`config.mk`:
```
export PLATFORM = sky130hd
export DESIGN_NAME = adder_share_arbiter
export DESIGN_NICKNAME = d
export VERILOG_FILES = /design/src/rtl/adder_share_arbiter.sv
export SDC_FILE = /design/constraint.sdc
export NUM_CORES = 1
export LEC_CHECK = 0
export ABC_AREA = 1
export BUFFER_PORTS_ARGS = -buffer_cell sky130_fd_sc_hd__buf_2
export CORE_ASPECT_RATIO = 1.4
export CORE_UTILIZATION = 35
export DETAILED_ROUTE_END_ITERATION = 8
export SLEW_MARGIN = 30
export SYNTH_ARGS = -nofsm -noshare
export SYNTH_HDL_FRONTEND = slang
export SYNTH_SLANG_ARGS = --single-unit
```
`constraint.sdc`:
```
create_clock -name clk -period 5.8 [get_ports clk]
set_input_delay 0.29 -clock clk [delete_from_list [all_inputs] [get_ports clk]]
set_output_delay 0.29 -clock clk [all_outputs]
set_load 0.05 [all_outputs]
```
`src/rtl/adder_share_arbiter.sv`:
```
// adder_share_arbiter
//   Shares one registered W-bit adder among NREQ requesters. A round-robin
//   scheduler grants one requester at a time (IDLE), the add is performed in
//   a single cycle (CALC), and the result is held on the result port until
//   the consumer accepts it (RESP). Only one operation is in flight.
//
// Ports
//   clk        clock, rising edge
//   rst        synchronous reset, active-high
//   req_valid  per-requester operand-pair valid
//   req_ready  per-requester accept (one-hot or zero, only in IDLE)
//   req_a      operand A, requester i at [i*W +: W]
//   req_b      operand B, same packing
//   res_valid  result available
//   res_ready  consumer accepts result
//   res_sum    (a+b) mod 2^W
//   res_carry  carry out of the W-bit add
//   res_id     index of the requester owning the result
//   busy       high in every state except IDLE
module adder_share_arbiter #(
  parameter int W    = 8,
  parameter int NREQ = 4,
  localparam int IDW = (NREQ > 2) ? $clog2(NREQ) : 1
) (
  input  logic                clk,
  input  logic                rst,
  input  logic [NREQ-1:0]     req_valid,
  output logic [NREQ-1:0]     req_ready,
  input  logic [NREQ*W-1:0]   req_a,
  input  logic [NREQ*W-1:0]   req_b,
  output logic                res_valid,
  input  logic                res_ready,
  output logic [W-1:0]        res_sum,
  output logic                res_carry,
  output logic [IDW-1:0]      res_id,
  output logic                busy
);

  localparam logic [IDW:0]   NREQ_L = (IDW+1)'(NREQ);
  localparam logic [IDW-1:0] LAST   = IDW'(NREQ - 1);

  typedef enum logic [1:0] {IDLE, CALC, RESP} state_t;

  state_t         state_q, state_d;
  logic [IDW-1:0] ptr_q, ptr_d;
  logic [W-1:0]   a_q, b_q;
  logic [IDW-1:0] g_q;
  logic           res_valid_q, res_valid_d;
  logic [W-1:0]   res_sum_q, res_sum_d;
  logic           res_carry_q, res_carry_d;
  logic [IDW-1:0] res_id_q, res_id_d;

  logic [2*NREQ-1:0] dbl_valid;
  logic              gnt_found;
  logic [IDW-1:0]    gnt_idx;
  logic [W-1:0]      a_sel, b_sel;
  logic              take;
  logic [W:0]        add_res;

  function automatic logic [W:0] add_wc(input logic [W-1:0] x, input logic [W-1:0] y);
    return {1'b0, x} + {1'b0, y};
  endfunction

  // Rotate the valid vector so bit k of the shifted copy is requester
  // (ptr+k) mod NREQ; the first set bit is the grant. Works for any NREQ.
  always_comb begin
    logic [IDW:0] idx;
    dbl_valid = {req_valid, req_valid} >> ptr_q;
    gnt_found = 1'b0;
    gnt_idx   = '0;
    idx       = '0;
    for (int k = 0; k < NREQ; k++) begin
      idx = {1'b0, ptr_q} + (IDW+1)'(k);
      if (idx >= NREQ_L) idx = idx - NREQ_L;
      if (!gnt_found && dbl_valid[k]) begin
        gnt_found = 1'b1;
        gnt_idx   = idx[IDW-1:0];
      end
    end
  end

  always_comb begin
    a_sel = '0;
    b_sel = '0;
    for (int i = 0; i < NREQ; i++) begin
      if (gnt_idx == IDW'(i)) begin
        a_sel = req_a[i*W +: W];
        b_sel = req_b[i*W +: W];
      end
    end
  end

  // The rst gate keeps req_ready low in the reset cycle even if the state
  // register already reads IDLE.
  assign take = (state_q == IDLE) && gnt_found && !rst;

  always_comb begin
    req_ready = '0;
    for (int i = 0; i < NREQ; i++) begin
      req_ready[i] = take && (gnt_idx == IDW'(i));
    end
  end

  assign add_res = add_wc(a_q, b_q);

  always_comb begin
    state_d     = state_q;
    ptr_d       = ptr_q;
    res_valid_d = res_valid_q;
    res_sum_d   = res_sum_q;
    res_carry_d = res_carry_q;
    res_id_d    = res_id_q;
    case (state_q)
      IDLE: begin
        if (take) begin
          ptr_d   = (gnt_idx == LAST) ? '0 : gnt_idx + 1'b1;
          state_d = CALC;
        end
      end
      CALC: begin
        res_carry_d = add_res[W];
        res_sum_d   = add_res[W-1:0];
        res_id_d    = g_q;
        res_valid_d = 1'b1;
        state_d     = RESP;
      end
      RESP: begin
        if (res_ready) begin
          res_valid_d = 1'b0;
          state_d     = IDLE;
        end
      end
      default: begin
        res_valid_d = 1'b0;
        state_d     = IDLE;
      end
    endcase
  end

  // Control and result registers
  always_ff @(posedge clk) begin
    if (rst) begin
      state_q     <= IDLE;
      ptr_q       <= '0;
      res_valid_q <= 1'b0;
      res_sum_q   <= '0;
      res_carry_q <= 1'b0;
      res_id_q    <= '0;
    end else begin
      state_q     <= state_d;
      ptr_q       <= ptr_d;
      res_valid_q <= res_valid_d;
      res_sum_q   <= res_sum_d;
      res_carry_q <= res_carry_d;
      res_id_q    <= res_id_d;
    end
  end

  // Operand capture at grant
  always_ff @(posedge clk) begin
    if (take) begin
      a_q <= a_sel;
      b_q <= b_sel;
      g_q <= gnt_idx;
    end
  end

  assign res_valid = res_valid_q;
  assign res_sum   = res_sum_q;
  assign res_carry = res_carry_q;
  assign res_id    = res_id_q;
  assign busy      = (state_q != IDLE);

endmodule

```
==> results of run 1 <==
power groups by stage:
stage | clock network [µW] | registers [µW] | logic, µW
after floorplan | 0 | 585 | 1060
after global placement | 0 | 501 | 1380
after detailed placement | 0 | 502 | 1400
after CTS | 171 | 498 | 1410
after global routing | 181 | 509 | 1580
final | 166 | 496 | 1400
logic make-up (layout without fill, tap and decap cells):
family	after synthesis	in the layout	share of synthesized area (%)
flops	34	34	37.8
fa+ha+maj	13	13	7.48
compound gates	61	61	18.7
simple gates	114	114	24.6
xor+xnor	6	6	2.31
buf+inv	45	126	9.13
cells in the final DEF, fill, tap and decap left out:
cell / netlist / routed
dfxtp_1: 16 / 16
xor2_1: 4 / 4
a21oi_1: 9 / 9
nor3_2: 1 / 1
nand2_4: 4 / 4
nand3_2: 3 / 3
edfxtp_1: 18 / 18
ha_2: 0 / 1
nand2_2: 5 / 5
inv_4: 2 / 2
nor2_1: 37 / 37
nand4_1: 3 / 3
a21o_1: 1 / 1
nand2_1: 43 / 43
nand3_1: 9 / 9
a31oi_1: 3 / 3
nor2_2: 5 / 5
inv_1: 26 / 26
nor2_4: 1 / 1
o21ai_0: 11 / 11
nand3b_1: 2 / 2
nand4_4: 1 / 1
o21bai_1: 1 / 1
o21ai_1: 1 / 1
inv_2: 1 / 1
buf_2: 5 / 87
a221oi_1: 16 / 16
clkbuf_8: 0 / 5
o31ai_1: 16 / 16
clkinvlp_4: 0 / 1
inv_8: 1 / 1
clkinv_1: 1 / 2
clkinv_2: 0 / 1
fa_1: 1 / 1
ha_1: 12 / 11
a21oi_2: 1 / 1
xnor2_1: 2 / 2
o21ai_2: 2 / 2
registers in the layout, indices dropped and copies added (netlist names):
signal     count
a_q            8
b_q            8
g_q            2
ptr_q          2
res_carry      1
res_id         2
res_sum        8
res_valid      1
state_q        2
synthesized netlist by cell type (2+ instances only):
library cell / number
a221oi_1: 16
dfxtp_1: 16
edfxtp_1: 18
clkbuf_1: 5
nand2_1: 43
nand3_1: 9
nor2_2: 5
a31oi_1: 3
o21ai_0: 11
xor2_1: 4
o31ai_1: 16
nor2_1: 37
xnor2_1: 2
a21oi_1: 9
ha_1: 12
inv_1: 26
nand3b_1: 2
o21ai_2: 2
nand2_2: 5
buf_2: 5
inv_4: 2
nand2_4: 4
nand4_1: 3
nand3_2: 3
buf_6: 2
metal layers:
metal | track usage (%) | part of all wire [%] | up-vias
met4 | 5.85 | 2.1 | 0
met5 | 0 | 0 | -
met3 | 2.49 | 5.6 | 8
met2 | 26.8 | 48 | 70
met1 | 19.1 | 44 | 921
li1 | - | - | 1100
stage by stage:
step | std cells | hold slack [ns]
floorplan | 273 | 0.447
global placement | 418 | 0.459
detailed placement | 418 | 0.479
CTS | 426 | 0.279
global route | 426 | 0.286
finish | 426 | 0.286
how the worst max path moves through the flow:
stage,from,to,cells past startpoint
after CTS,ptr_q[0],req_ready[2],11
after floorplan,ptr_q[0],req_ready[3],14
after global placement,ptr_q[0],req_ready[2],11
after detailed placement,ptr_q[0],req_ready[2],11
after global routing,ptr_q[1],req_ready[2],11
final,ptr_q[0],req_ready[2],11
critical path: stages (launching register included):
cell	delay [ns]
dfxtp_1	0.55
nand2_1	0.12
nand3_1	0.15
nand2_4	0.09
nor3_2	0.19
nand3b_1	0.15
nand2_1	0.07
o21ai_2	0.08
ha_1	0.57
clkinv_1	0.56
nor2_2	0.21
buf_2	0.27
area by class of cell:
type,count,area share (%)
Multi-Input combinational cell,194,43.1
Sequential cell,34,30.6
Timing Repair Buffer,87,15.5
Inverter,31,4.59
Tap cell,72,3.21
Clock buffer,5,2.45
Clock inverter,3,0.579
==> flow_summary.html, run 1 <==
<table>
<tr><th>Metric</th><th>Value</th></tr>
<tr><th colspan="2">Detailed routing</th></tr>
<tr><td>Total wire length</td><td>5050 µm</td></tr>
<tr><td>Drt pass-1 iters</td><td>4</td></tr>
<tr><td>Antenna-violating nets left</td><td>0</td></tr>
<tr><td>Drc violations</td><td>0</td></tr>
<tr><td>Via density per instance</td><td>4.93</td></tr>
<tr><td>Number of vias after detailed routing</td><td>2099</td></tr>
<tr><td>Initial DRC Count</td><td>91</td></tr>
<tr><td>Avg WL per Cell</td><td>11.9 µm</td></tr>
<tr><th colspan="2">Global routing</th></tr>
<tr><td>Vias in the first global route</td><td>1991</td></tr>
<tr><td>Global route overflow</td><td>0</td></tr>
<tr><td>Global-route usage over all layers</td><td>15.5%</td></tr>
<tr><td>First-pass GRT wire length</td><td>8600 µm</td></tr>
<tr><td>Largest net degree at the start of global routing</td><td>34</td></tr>
<tr><td>Initial antenna violation count</td><td>0</td></tr>
<tr><th colspan="2">STA</th></tr>
<tr><td>Setup repair after global routing missed its margin</td><td>false</td></tr>
<tr><td>Max Transition Viols Final</td><td>0</td></tr>
<tr><td>Worst slew slack as a fraction of its limit</td><td>54.8%</td></tr>
<tr><td>Final count of negative-setup-slack endpoints</td><td>0</td></tr>
<tr><td>Final worst clock skew</td><td>0.00507 ns</td></tr>
<tr><td>Total Neg Setup Slack</td><td>0 ns</td></tr>
<tr><td>Share of the clock period used by the worst path</td><td>61.9%</td></tr>
<tr><td>Achievable clock frequency</td><td>0.278 GHz</td></tr>
<tr><td>Hold Vio Cnt, Final</td><td>0</td></tr>
<tr><td>Final Worst Setup Slack</td><td>2.21 ns</td></tr>
<tr><td>Slew at the pin closest to its max-slew limit</td><td>0.679 ns</td></tr>
<tr><td>Final min period</td><td>3.59 ns</td></tr>
<tr><th colspan="2">Placement</th></tr>
<tr><td>Gpl congestion</td><td>0.790</td></tr>
<tr><td>Placed inst area</td><td>2720 µm²</td></tr>
<tr><td>Post-place setup slack</td><td>2.53 ns</td></tr>
<tr><td>Half-perimeter wire length of the detailed placement result</td><td>4070 µm</td></tr>
<tr><td>Count of buffers from port buffering</td><td>87</td></tr>
<tr><th colspan="2">Logic synthesis</th></tr>
<tr><td>Share of synthesized registers carrying an async set or reset</td><td>0%</td></tr>
<tr><td>Sequential fraction of the synthesis area</td><td>37.8%</td></tr>
<tr><td>Net Count, Synth</td><td>357</td></tr>
<tr><td>Synth Cell Area</td><td>2280 µm²</td></tr>
<tr><td>Most used flip-flop cell after synthesis</td><td>edfxtp_1</td></tr>
<tr><td>Yosys reg bits</td><td>34</td></tr>
<tr><td>Cells taking the most area after synthesis</td><td>edfxtp_1 24%, dfxtp_1 14%, nand2_1 7.1%</td></tr>
<tr><td>Synthesis warning total</td><td>0</td></tr>
<tr><td>Count of distinct cell types in the synthesized netlist</td><td>38</td></tr>
<tr><td>Share of the synthesized area in the top cell type</td><td>23.7%</td></tr>
<tr><td>Most area-hungry cell type in the Yosys netlist</td><td>edfxtp_1</td></tr>
<tr><td>Synth Instances</td><td>273</td></tr>
<tr><td>Syn_area_per_cell</td><td>8.34 µm²</td></tr>
<tr><td>Number of enable-type register cells in the synthesized netlist</td><td>18</td></tr>
<tr><th colspan="2">Pwr</th></tr>
<tr><td>Worst-case vdd ir drop</td><td>0.000351 V</td></tr>
<tr><td>Switching part of the total power</td><td>51.0%</td></tr>
<tr><td>Switching component of the power</td><td>1050 µW</td></tr>
<tr><td>Sequential group share of total power</td><td>24.1%</td></tr>
<tr><td>Internal Power</td><td>1010 µW</td></tr>
<tr><td>Share of power burned in combinational logic</td><td>67.9%</td></tr>
<tr><td>Leakage power of the design</td><td>0.00136 µW</td></tr>
<tr><td>Total design power</td><td>2060 µW</td></tr>
<tr><td>Pwr dens</td><td>733 nW/µm²</td></tr>
<tr><td>Clock share of power</td><td>8.0%</td></tr>
<tr><th colspan="2">Final layout</th></tr>
<tr><td>Area Overhead vs Synth</td><td>23.5%</td></tr>
<tr><td>Area taken by flip-flops and latches</td><td>861 µm²</td></tr>
<tr><td>Total area of multi-input combinational cells</td><td>1210 µm²</td></tr>
<tr><td>Number of nets in the final layout</td><td>437</td></tr>
<tr><td>Area of all placed cells without fillers</td><td>2810 µm²</td></tr>
<tr><td>Utilization of the core after routing</td><td>44.9%</td></tr>
<tr><td>Share of post-route cells with drive strength above 1</td><td>34.5%</td></tr>
<tr><td>Count of filler cells inserted in the layout</td><td>648</td></tr>
<tr><td>Inserted Diodes</td><td>0</td></tr>
<tr><th colspan="2">Hold path</th></tr>
<tr><td>Start point of the worst hold path</td><td>req_b[27]</td></tr>
<tr><td>Worst Hold Endpoint</td><td>b_q[3]</td></tr>
<tr><td>Min-Delay Path Depth</td><td>3</td></tr>
<tr><td>HP Class</td><td>primary input to flop</td></tr>
<tr><th colspan="2">Setup path</th></tr>
<tr><td>Sort of element at the end of the critical path</td><td>primary output</td></tr>
<tr><td>CP startpoint kind</td><td>flop</td></tr>
<tr><td>End of the worst register-to-register path</td><td>a_q[7]</td></tr>
<tr><td>Critical-path maximum fanout</td><td>17</td></tr>
<tr><td>Worst flop-to-flop path startpoint</td><td>ptr_q[0]</td></tr>
<tr><td>Cells on worst reg2reg path</td><td>11</td></tr>
<tr><td>Slack of the worst reg-to-reg path</td><td>2.63 ns</td></tr>
<tr><td>CP arrival</td><td>3.30 ns</td></tr>
<tr><td>Worst setup path class</td><td>flop to primary output</td></tr>
<tr><td>CP required</td><td>5.51 ns</td></tr>
<tr><th colspan="2">Floorplan</th></tr>
<tr><td>Placement row count</td><td>34</td></tr>
<tr><td>Effective utilization at floorplan</td><td>36.4%</td></tr>
<tr><td>Die Span Y</td><td>97.4 µm</td></tr>
<tr><td>Core ar.</td><td>6250 µm²</td></tr>
<tr><td>IO Pins</td><td>88</td></tr>
<tr><td>Total Die Area</td><td>6830 µm²</td></tr>
<tr><td>Chip Width</td><td>70.2 µm</td></tr>
<tr><th colspan="2">Clock network</th></tr>
<tr><td>Clk root buf</td><td>clkbuf_8</td></tr>
<tr><td>Clock-pin slew on the worst setup and hold paths</td><td>0.07 ns</td></tr>
<tr><td>Number of CTS-inserted buffers</td><td>5</td></tr>
<tr><td>Clock insertion delay at the later pin of the skew report</td><td>0.29 ns</td></tr>
<tr><td>Clock tree from TritonCTS</td><td>yes</td></tr>
<tr><td>PostCTS Resize Cnt</td><td>0</td></tr>
<tr><td>Maximum count of clock buffers along a single path</td><td>2</td></tr>
<tr><td># H-tree levels</td><td>2</td></tr>
<tr><td>Post-CTS setup buffer count</td><td>0</td></tr>
<tr><td>Post-CTS Hold Fix Bufs</td><td>0</td></tr>
<tr><td>Number of clock sinks</td><td>34</td></tr>
<tr><th colspan="2">Outcome</th></tr>
<tr><td>Status</td><td>finished clean</td></tr>
<tr><th colspan="2">Flow run</th></tr>
<tr><td>Number of max-cap violations</td><td>0</td></tr>
</table>
(Power assumes the default switching activity.)
==> inputs of run 2 (changes only) <==
==> constraint.sdc (replaced) <==
create_clock -name clk -period 2.95 [get_ports clk]
set_input_delay 0.1475 -clock clk [delete_from_list [all_inputs] [get_ports clk]]
set_output_delay 0.1475 -clock clk [all_outputs]
set_load 0.05 [all_outputs]
==> flow_summary.html, run 2 (synthesis results as in run 1) <==
<table>
<tr><th>Metric</th><th>Value</th></tr>
<tr><th colspan="2">Placement</th></tr>
<tr><td>Placed cells</td><td>424 (+1.4%)</td></tr>
<tr><td>Gpl congestion</td><td>0.811 (+2.6%)</td></tr>
<tr><td>Post-place setup slack</td><td>0.398 ns (-2.13 ns)</td></tr>
<tr><td>Count of buffers from port buffering</td><td>87 (unchanged)</td></tr>
<tr><td>Half-perimeter wire length of the detailed placement result</td><td>4230 µm (+4.0%)</td></tr>
<tr><th colspan="2">Setup path</th></tr>
<tr><td>Sort of element at the end of the critical path</td><td>primary output</td></tr>
<tr><td>CP startpoint kind</td><td>flop</td></tr>
<tr><td>Critical-path maximum fanout</td><td>17 (unchanged)</td></tr>
<tr><td>Worst setup path class</td><td>flop to primary output</td></tr>
<tr><td>CP arrival</td><td>2.50 ns (-0.80 ns)</td></tr>
<tr><td>CP required</td><td>2.80 ns (-2.71 ns)</td></tr>
<tr><th colspan="2">Final layout</th></tr>
<tr><td>Leading cell types in the layout, fill and taps excluded</td><td>87 x buf_2, 43 x nand2_1, 37 x nor2_1, 26 x inv_1, 18 x edfxtp_1</td></tr>
<tr><td>Leading cell type in the layout, fill and taps excluded</td><td>buf_2</td></tr>
<tr><td>Share of post-route cells with drive strength above 1</td><td>35.3% (+0.81 points)</td></tr>
<tr><td>Area taken by flip-flops and latches</td><td>862 µm² (+0.15%)</td></tr>
<tr><td>Count of filler cells inserted in the layout</td><td>631 (-2.6%)</td></tr>
<tr><td>Post-Layout Cell Count</td><td>432 (+1.4%)</td></tr>
<tr><td>Area Overhead vs Synth</td><td>25.2%</td></tr>
<tr><td>Inserted Diodes</td><td>0 (unchanged)</td></tr>
<tr><td>Total area of multi-input combinational cells</td><td>1210 µm² (-0.21%)</td></tr>
<tr><td>Number of nets in the final layout</td><td>443 (+1.4%)</td></tr>
<tr><th colspan="2">STA</th></tr>
<tr><td>Final count of negative-setup-slack endpoints</td><td>0 (unchanged)</td></tr>
<tr><td>Slew at the pin closest to its max-slew limit</td><td>0.646 ns (-0.0329 ns)</td></tr>
<tr><td>Final min period</td><td>2.65 ns</td></tr>
<tr><td>Final Worst Setup Slack</td><td>0.299 ns (-1.91 ns)</td></tr>
<tr><td>Total Neg Setup Slack</td><td>0 ns (unchanged)</td></tr>
<tr><td>Achievable clock frequency</td><td>0.377 GHz</td></tr>
<tr><td>Worst slew slack as a fraction of its limit</td><td>56.9% (+2.1 points)</td></tr>
<tr><td>Setup repair after global routing missed its margin</td><td>false</td></tr>
<tr><td>Max Transition Viols Final</td><td>0 (unchanged)</td></tr>
<tr><td>Share of the clock period used by the worst path</td><td>89.9%</td></tr>
<tr><td>Final worst clock skew</td><td>0.00899 ns (+0.00391 ns)</td></tr>
<tr><td>Hold Vio Cnt, Final</td><td>0 (unchanged)</td></tr>
<tr><th colspan="2">Detailed routing</th></tr>
<tr><td>Drc violations</td><td>0 (unchanged)</td></tr>
<tr><td>Number of vias after detailed routing</td><td>2155 (+2.7%)</td></tr>
<tr><td>Initial DRC Count</td><td>81 (-11%)</td></tr>
<tr><td>Drt pass-1 iters</td><td>4 (unchanged)</td></tr>
<tr><td>Avg WL per Cell</td><td>11.9 µm (+0.76%)</td></tr>
<tr><td>Total wire length</td><td>5160 µm (+2.2%)</td></tr>
<tr><td>Via density per instance</td><td>4.99 (+1.2%)</td></tr>
<tr><td>Antenna-violating nets left</td><td>0 (unchanged)</td></tr>
<tr><th colspan="2">Clock network</th></tr>
<tr><td>Number of clock sinks</td><td>34 (unchanged)</td></tr>
<tr><td>Clock-pin slew on the worst setup and hold paths</td><td>0.07 ns (about the same)</td></tr>
<tr><td>Clock tree from TritonCTS</td><td>yes</td></tr>
<tr><td>Clock insertion delay at the later pin of the skew report</td><td>0.28 ns (about the same)</td></tr>
<tr><td># H-tree levels</td><td>2 (unchanged)</td></tr>
<tr><td>Number of CTS-inserted buffers</td><td>5 (unchanged)</td></tr>
<tr><td>Post-CTS setup buffer count</td><td>0 (unchanged)</td></tr>
<tr><td>Maximum count of clock buffers along a single path</td><td>2 (unchanged)</td></tr>
<tr><td>Post-CTS Hold Fix Bufs</td><td>0 (unchanged)</td></tr>
<tr><td>Clk root buf</td><td>clkbuf_8</td></tr>
<tr><th colspan="2">Floorplan</th></tr>
<tr><td>Total Die Area</td><td>6830 µm² (unchanged)</td></tr>
<tr><td>IO Pins</td><td>88 (unchanged)</td></tr>
<tr><td>Die Span Y</td><td>97.4 µm (unchanged)</td></tr>
<tr><td>Placement row count</td><td>34 (unchanged)</td></tr>
<tr><td>Core ar.</td><td>6250 µm² (unchanged)</td></tr>
<tr><td>Effective utilization at floorplan</td><td>36.4% (unchanged)</td></tr>
<tr><td>Chip Width</td><td>70.2 µm (unchanged)</td></tr>
<tr><th colspan="2">Pwr</th></tr>
<tr><td>Worst-case vdd ir drop</td><td>0.000943 V (+170%)</td></tr>
<tr><td>Leakage power of the design</td><td>0.00139 µW (+2.5%)</td></tr>
<tr><td>Pwr dens</td><td>1440 nW/µm² (+97%)</td></tr>
<tr><th colspan="2">Outcome</th></tr>
<tr><td>Status</td><td>finished clean</td></tr>
<tr><th colspan="2">Global routing</th></tr>
<tr><td>First-pass GRT wire length</td><td>9030 µm (+4.9%)</td></tr>
<tr><td>Vias in the first global route</td><td>2108 (+5.9%)</td></tr>
<tr><td>Global route overflow</td><td>0 (unchanged)</td></tr>
<tr><td>Largest net degree at the start of global routing</td><td>29 (-15%)</td></tr>
<tr><td>Global-route usage over all layers</td><td>15.9% (+0.38 points)</td></tr>
<tr><td>Initial antenna violation count</td><td>0 (unchanged)</td></tr>
<tr><th colspan="2">Flow run</th></tr>
<tr><td>Number of max-cap violations</td><td>0 (unchanged)</td></tr>
<tr><th colspan="2">Hold path</th></tr>
<tr><td>HP Class</td><td>primary input to flop</td></tr>
</table>
-- run 2: cell types whose count changed in the layout (fill, tap and decap cells not counted) --
cell	previous run	this run
ha_2	1	0
clkinvlp_4	1	0
clkbuf_1	0	1
ha_1	11	12
dfxtp_1	16	15
dfxtp_2	0	1
buf_4	0	6
-- run 2: stage by stage --
| step | utilization, % | total power [µW] | hold slack (ns) | cell area (µm²) |
|---|---|---|---|---|
| finish | 45.6 | 4110 | 0.145 | 2850 |
| global route | 45.6 | 4520 | 0.144 | 2850 |
| CTS | 45.6 | 4160 | 0.139 | 2850 |
| detailed placement | 44.3 | 3810 | 0.433 | 2770 |
| global placement | 44.3 | 3780 | 0.426 | 2770 |
| floorplan | - | 3240 | 0.333 | 2280 |
-- run 2: area by class of cell --
| cell class | count | area share [%] |
|---|---|---|
| Multi-Input combinational cell | 194 | 42.4 |
| Sequential cell | 34 | 30.2 |
| Timing Repair Buffer | 93 | 16.9 |
| Inverter | 31 | 4.52 |
| Tap cell | 72 | 3.16 |
| Clock buffer | 6 | 2.55 |
| Clock inverter | 2 | 0.307 |
-- run 2: path summary, 6_finish.rpt --
| kind | cells past startpoint | end | slack [ns] | from |
|---|---|---|---|---|
| setup reg to reg | 12 | b_q[6] | 0.45 | ptr_q[1] |
| hold reg to reg | 1 | res_valid | 0.49 | state_q[1] |
| hold / removal | 3 | b_q[0] | 0.14 | req_b[24] |
| setup / recovery | 11 | req_ready[1] | 0.30 | ptr_q[1] |
-- run 2: power breakdown --
group	total [µW]	switching, µW	leakage (µW)	internal (µW)
Clock	318	156	0.0000426	162
Combinational	2810	1800	0.00105	1010
Sequential	980	112	0.000305	868
-- run 2: worst max-delay path, stage by stage (launching register included) --
cell and delay [ns]:
dfxtp_1 0.45, inv_1 0.14, nand3_1 0.15, nand2_4 0.09, nor3_2 0.19, nand2_1 0.08, a21oi_1 0.20, ha_1 0.25
buf_4 0.24, inv_1 0.07, nor2_2 0.10, buf_2 0.27
-- run 2: layer usage --
metal | vias to the layer above | global-route usage [%] | wire [µm]
met5 | - | 0 | 0
met4 | 0 | 4.77 | 94
met3 | 8 | 2.59 | 260
met2 | 70 | 28.5 | 2590
met1 | 964 | 19.1 | 2220
li1 | 1113 | - | -
-- run 2: repair_timing --
item	in CTS	in global routing
gates resized for setup	0	1
setup endpoints to repair	0	1
endpoints found under the hold margin	0	0
==> inputs of run 3 (changes only) <==
--- a/config.mk
+++ b/config.mk
@@ -9,6 +9,7 @@
 export BUFFER_PORTS_ARGS = -buffer_cell sky130_fd_sc_hd__buf_2
 export CORE_ASPECT_RATIO = 1.4
 export CORE_UTILIZATION = 35
+export CTS_BUF_LIST = sky130_fd_sc_hd__clkbuf_8
 export DETAILED_ROUTE_END_ITERATION = 8
 export SLEW_MARGIN = 30
 export SYNTH_ARGS = -nofsm -noshare
==> flow_summary.html, run 3 (synthesis results as in run 1) <==
<table>
<tr><th>Metric</th><th>Value</th></tr>
<tr><th colspan="2">STA</th></tr>
<tr><td>Final worst clock skew</td><td>0.00899 ns (unchanged)</td></tr>
<tr><td>Slew at the pin closest to its max-slew limit</td><td>0.646 ns (unchanged)</td></tr>
<tr><td>Min Hold Slack</td><td>0.144 ns (-0.000400 ns)</td></tr>
<tr><td>Setup repair after global routing missed its margin</td><td>false</td></tr>
<tr><td>Share of the clock period used by the worst path</td><td>89.9% (unchanged)</td></tr>
<tr><td>Final Worst Setup Slack</td><td>0.299 ns (unchanged)</td></tr>
<tr><td>Total Neg Setup Slack</td><td>0 ns (unchanged)</td></tr>
<tr><td>Hold Vio Cnt, Final</td><td>0 (unchanged)</td></tr>
<tr><td>Worst slew slack as a fraction of its limit</td><td>56.9% (unchanged)</td></tr>
<tr><td>Final count of negative-setup-slack endpoints</td><td>0 (unchanged)</td></tr>
<tr><td>Final min period</td><td>2.65 ns (unchanged)</td></tr>
<tr><td>Achievable clock frequency</td><td>0.377 GHz (unchanged)</td></tr>
<tr><td>Max Transition Viols Final</td><td>0 (unchanged)</td></tr>
<tr><th colspan="2">Setup path</th></tr>
<tr><td>CP required</td><td>2.80 ns (about the same)</td></tr>
<tr><td>Worst flop-to-flop path startpoint</td><td>ptr_q[1]</td></tr>
<tr><td>Delay of the slowest cell on the worst path</td><td>0.45 ns (about the same)</td></tr>
<tr><td>End of the worst register-to-register path</td><td>b_q[6]</td></tr>
<tr><td>Cell family with the largest share of critical-path delay</td><td>buffers and inverters</td></tr>
<tr><td>Critical Path, Cell by Cell</td><td>inv_1, nand3_1, nand2_4, nor3_2, nand2_1, a21oi_1, ha_1, buf_4, inv_1, nor2_2, buf_2</td></tr>
<tr><td>Worst setup path class</td><td>flop to primary output</td></tr>
<tr><td>Slack of the worst reg-to-reg path</td><td>0.45 ns (about the same)</td></tr>
<tr><td>CP arrival</td><td>2.50 ns (about the same)</td></tr>
<tr><td>CP startpoint kind</td><td>flop</td></tr>
<tr><td>Cell seen most often among critical-path stages</td><td>inv_1</td></tr>
<tr><td>Slowest cell on the critical path</td><td>dfxtp_1</td></tr>
<tr><td>Buffering stage count on the worst path with inverters included</td><td>4 (unchanged)</td></tr>
<tr><td>Critical-path maximum fanout</td><td>17 (unchanged)</td></tr>
<tr><td>Cells on worst reg2reg path</td><td>12 (unchanged)</td></tr>
<tr><td>Sort of element at the end of the critical path</td><td>primary output</td></tr>
<tr><th colspan="2">Clock network</th></tr>
<tr><td>Number of CTS-inserted buffers</td><td>5 (unchanged)</td></tr>
<tr><td>Number of clock sinks</td><td>34 (unchanged)</td></tr>
<tr><td>Post-CTS setup buffer count</td><td>0 (unchanged)</td></tr>
<tr><td>Clk root buf</td><td>clkbuf_8</td></tr>
<tr><td># H-tree levels</td><td>2 (unchanged)</td></tr>
<tr><td>Post-CTS Hold Fix Bufs</td><td>0 (unchanged)</td></tr>
<tr><td>Maximum count of clock buffers along a single path</td><td>2 (unchanged)</td></tr>
<tr><td>Clock insertion delay at the later pin of the skew report</td><td>0.28 ns (about the same)</td></tr>
<tr><td>Clock-pin slew on the worst setup and hold paths</td><td>0.07 ns (about the same)</td></tr>
<tr><td>Clock tree from TritonCTS</td><td>yes</td></tr>
<tr><th colspan="2">Hold path</th></tr>
<tr><td>Start point of the worst hold path</td><td>req_b[24]</td></tr>
<tr><td>Min-Delay Path Depth</td><td>3 (unchanged)</td></tr>
<tr><td>Worst Hold Endpoint</td><td>b_q[0]</td></tr>
<tr><td>HP Class</td><td>primary input to flop</td></tr>
<tr><th colspan="2">Placement</th></tr>
<tr><td>Post-place setup slack</td><td>0.398 ns (unchanged)</td></tr>
<tr><td>Gpl congestion</td><td>0.811 (unchanged)</td></tr>
<tr><td>Placed cells</td><td>424 (unchanged)</td></tr>
<tr><td>Half-perimeter wire length of the detailed placement result</td><td>4230 µm (unchanged)</td></tr>
<tr><td>Count of buffers from port buffering</td><td>87 (unchanged)</td></tr>
<tr><th colspan="2">Detailed routing</th></tr>
<tr><td>Drc violations</td><td>0 (unchanged)</td></tr>
<tr><td>Drt pass-1 iters</td><td>4 (unchanged)</td></tr>
<tr><td>Initial DRC Count</td><td>81 (unchanged)</td></tr>
<tr><td>Total wire length</td><td>5160 µm (about the same)</td></tr>
<tr><td>Via density per instance</td><td>4.99 (unchanged)</td></tr>
<tr><td>Antenna-violating nets left</td><td>0 (unchanged)</td></tr>
<tr><td>Number of vias after detailed routing</td><td>2155 (unchanged)</td></tr>
<tr><td>Avg WL per Cell</td><td>11.9 µm (about the same)</td></tr>
<tr><th colspan="2">Global routing</th></tr>
<tr><td>First-pass GRT wire length</td><td>9030 µm (unchanged)</td></tr>
<tr><td>Vias in the first global route</td><td>2108 (unchanged)</td></tr>
<tr><td>Global route overflow</td><td>0 (unchanged)</td></tr>
<tr><td>Initial antenna violation count</td><td>0 (unchanged)</td></tr>
<tr><td>Global-route usage over all layers</td><td>15.9% (unchanged)</td></tr>
<tr><td>Largest net degree at the start of global routing</td><td>29 (unchanged)</td></tr>
<tr><th colspan="2">Final layout</th></tr>
<tr><td>Count of filler cells inserted in the layout</td><td>631 (unchanged)</td></tr>
<tr><td>Share of post-route cells with drive strength above 1</td><td>35.3% (unchanged)</td></tr>
<tr><td>Number of nets in the final layout</td><td>443 (unchanged)</td></tr>
<tr><td>Inserted Diodes</td><td>0 (unchanged)</td></tr>
<tr><td>Area Overhead vs Synth</td><td>25.2% (unchanged)</td></tr>
<tr><td>Leading cell type in the layout, fill and taps excluded</td><td>buf_2</td></tr>
<tr><td>Leading cell types in the layout, fill and taps excluded</td><td>87 x buf_2, 43 x nand2_1, 37 x nor2_1, 27 x inv_1, 18 x edfxtp_1</td></tr>
<tr><td>Post-Layout Cell Count</td><td>432 (unchanged)</td></tr>
<tr><th colspan="2">Outcome</th></tr>
<tr><td>Status</td><td>finished clean</td></tr>
<tr><th colspan="2">Floorplan</th></tr>
<tr><td>Die Span Y</td><td>97.4 µm (unchanged)</td></tr>
<tr><td>Effective utilization at floorplan</td><td>36.4% (unchanged)</td></tr>
<tr><td>Chip Width</td><td>70.2 µm (unchanged)</td></tr>
<tr><td>IO Pins</td><td>88 (unchanged)</td></tr>
<tr><td>Core ar.</td><td>6250 µm² (unchanged)</td></tr>
<tr><td>Placement row count</td><td>34 (unchanged)</td></tr>
<tr><td>Total Die Area</td><td>6830 µm² (unchanged)</td></tr>
<tr><th colspan="2">Pwr</th></tr>
<tr><td>Pwr dens</td><td>1440 nW/µm² (about the same)</td></tr>
<tr><td>Worst-case vdd ir drop</td><td>0.000943 V (about the same)</td></tr>
<tr><td>Total design power</td><td>4110 µW (about the same)</td></tr>
<tr><td>Leakage power of the design</td><td>0.00140 µW (+0.30%)</td></tr>
<tr><th colspan="2">Flow run</th></tr>
<tr><td>Number of max-cap violations</td><td>0 (unchanged)</td></tr>
</table>
-- run 3: cell count changes in the layout (fill, tap and decap cells not counted) --
| cell | before | now |
|---|---|---|
| clkbuf_1 | 1 | 0 |
| inv_1 | 26 | 27 |
-- run 3: cell type report --
class,instances,area (µm²),area share (%)
Clock buffer,5,68.8,2.41
Clock inverter,3,12.5,0.439
Inverter,31,129,4.52
Multi-Input combinational cell,194,1210,42.4
Sequential cell,34,862,30.2
Tap cell,72,90.1,3.16
Timing Repair Buffer,93,480,16.9
-- run 3: stage by stage --
| stage | util (%) | area, µm² |
|---|---|---|
| 2_1_floorplan | - | 2280 |
| 3_3_place_gp | 44.3 | 2770 |
| 3_5_place_dp | 44.3 | 2770 |
| 4_1_cts | 45.6 | 2850 |
| 5_1_grt | 45.6 | 2850 |
| 6_report | 45.6 | 2850 |
-- run 3: per-layer routing --
metal / track usage (%) / part of all wire (%) / vias to the layer above
met5: 0 / 0 / -
met1: 19.1 / 43 / 964
met2: 28.5 / 50 / 70
met3: 2.59 / 5.0 / 8
met4: 4.77 / 1.8 / 0
li1: - / - / 1113
-- run 3: how the worst max path moves through the flow --
stage,slack (ns),startpoint,end,cells after the start
final,0.30,ptr_q[1],req_ready[1],11
after global routing,0.08,ptr_q[1],req_ready[1],11
after CTS,0.19,ptr_q[0],req_ready[1],15
after detailed placement,0.40,ptr_q[0],b_q[6],15
after global placement,0.45,ptr_q[0],b_q[5],15
after floorplan,0.52,ptr_q[0],req_ready[3],14
-- run 3: report_power, final --
group	internal, µW	switching, µW	leakage [µW]
Sequential	868	112	0.000305
Clock	159	156	0.0000468
Combinational	1010	1800	0.00105
Total	2040	2070	0.00140
-- run 3: worst register-to-register path, delay by kind of cell, from the launching register on --
kind                     cells  cell delay [ns]
adder cells (fa/ha/maj)      1             0.25
flip-flops                   1             0.45
AND/OR/NAND/NOR              7             0.94
buffers and inverters        2             0.27
AO/OA/AOI/OAI                2             0.41
-- run 3: what timing repair did --
item | in CTS | in global routing
gates resized for setup | 0 | 1
setup endpoints to repair | 0 | 1
hold endpoints to repair | 0 | 0
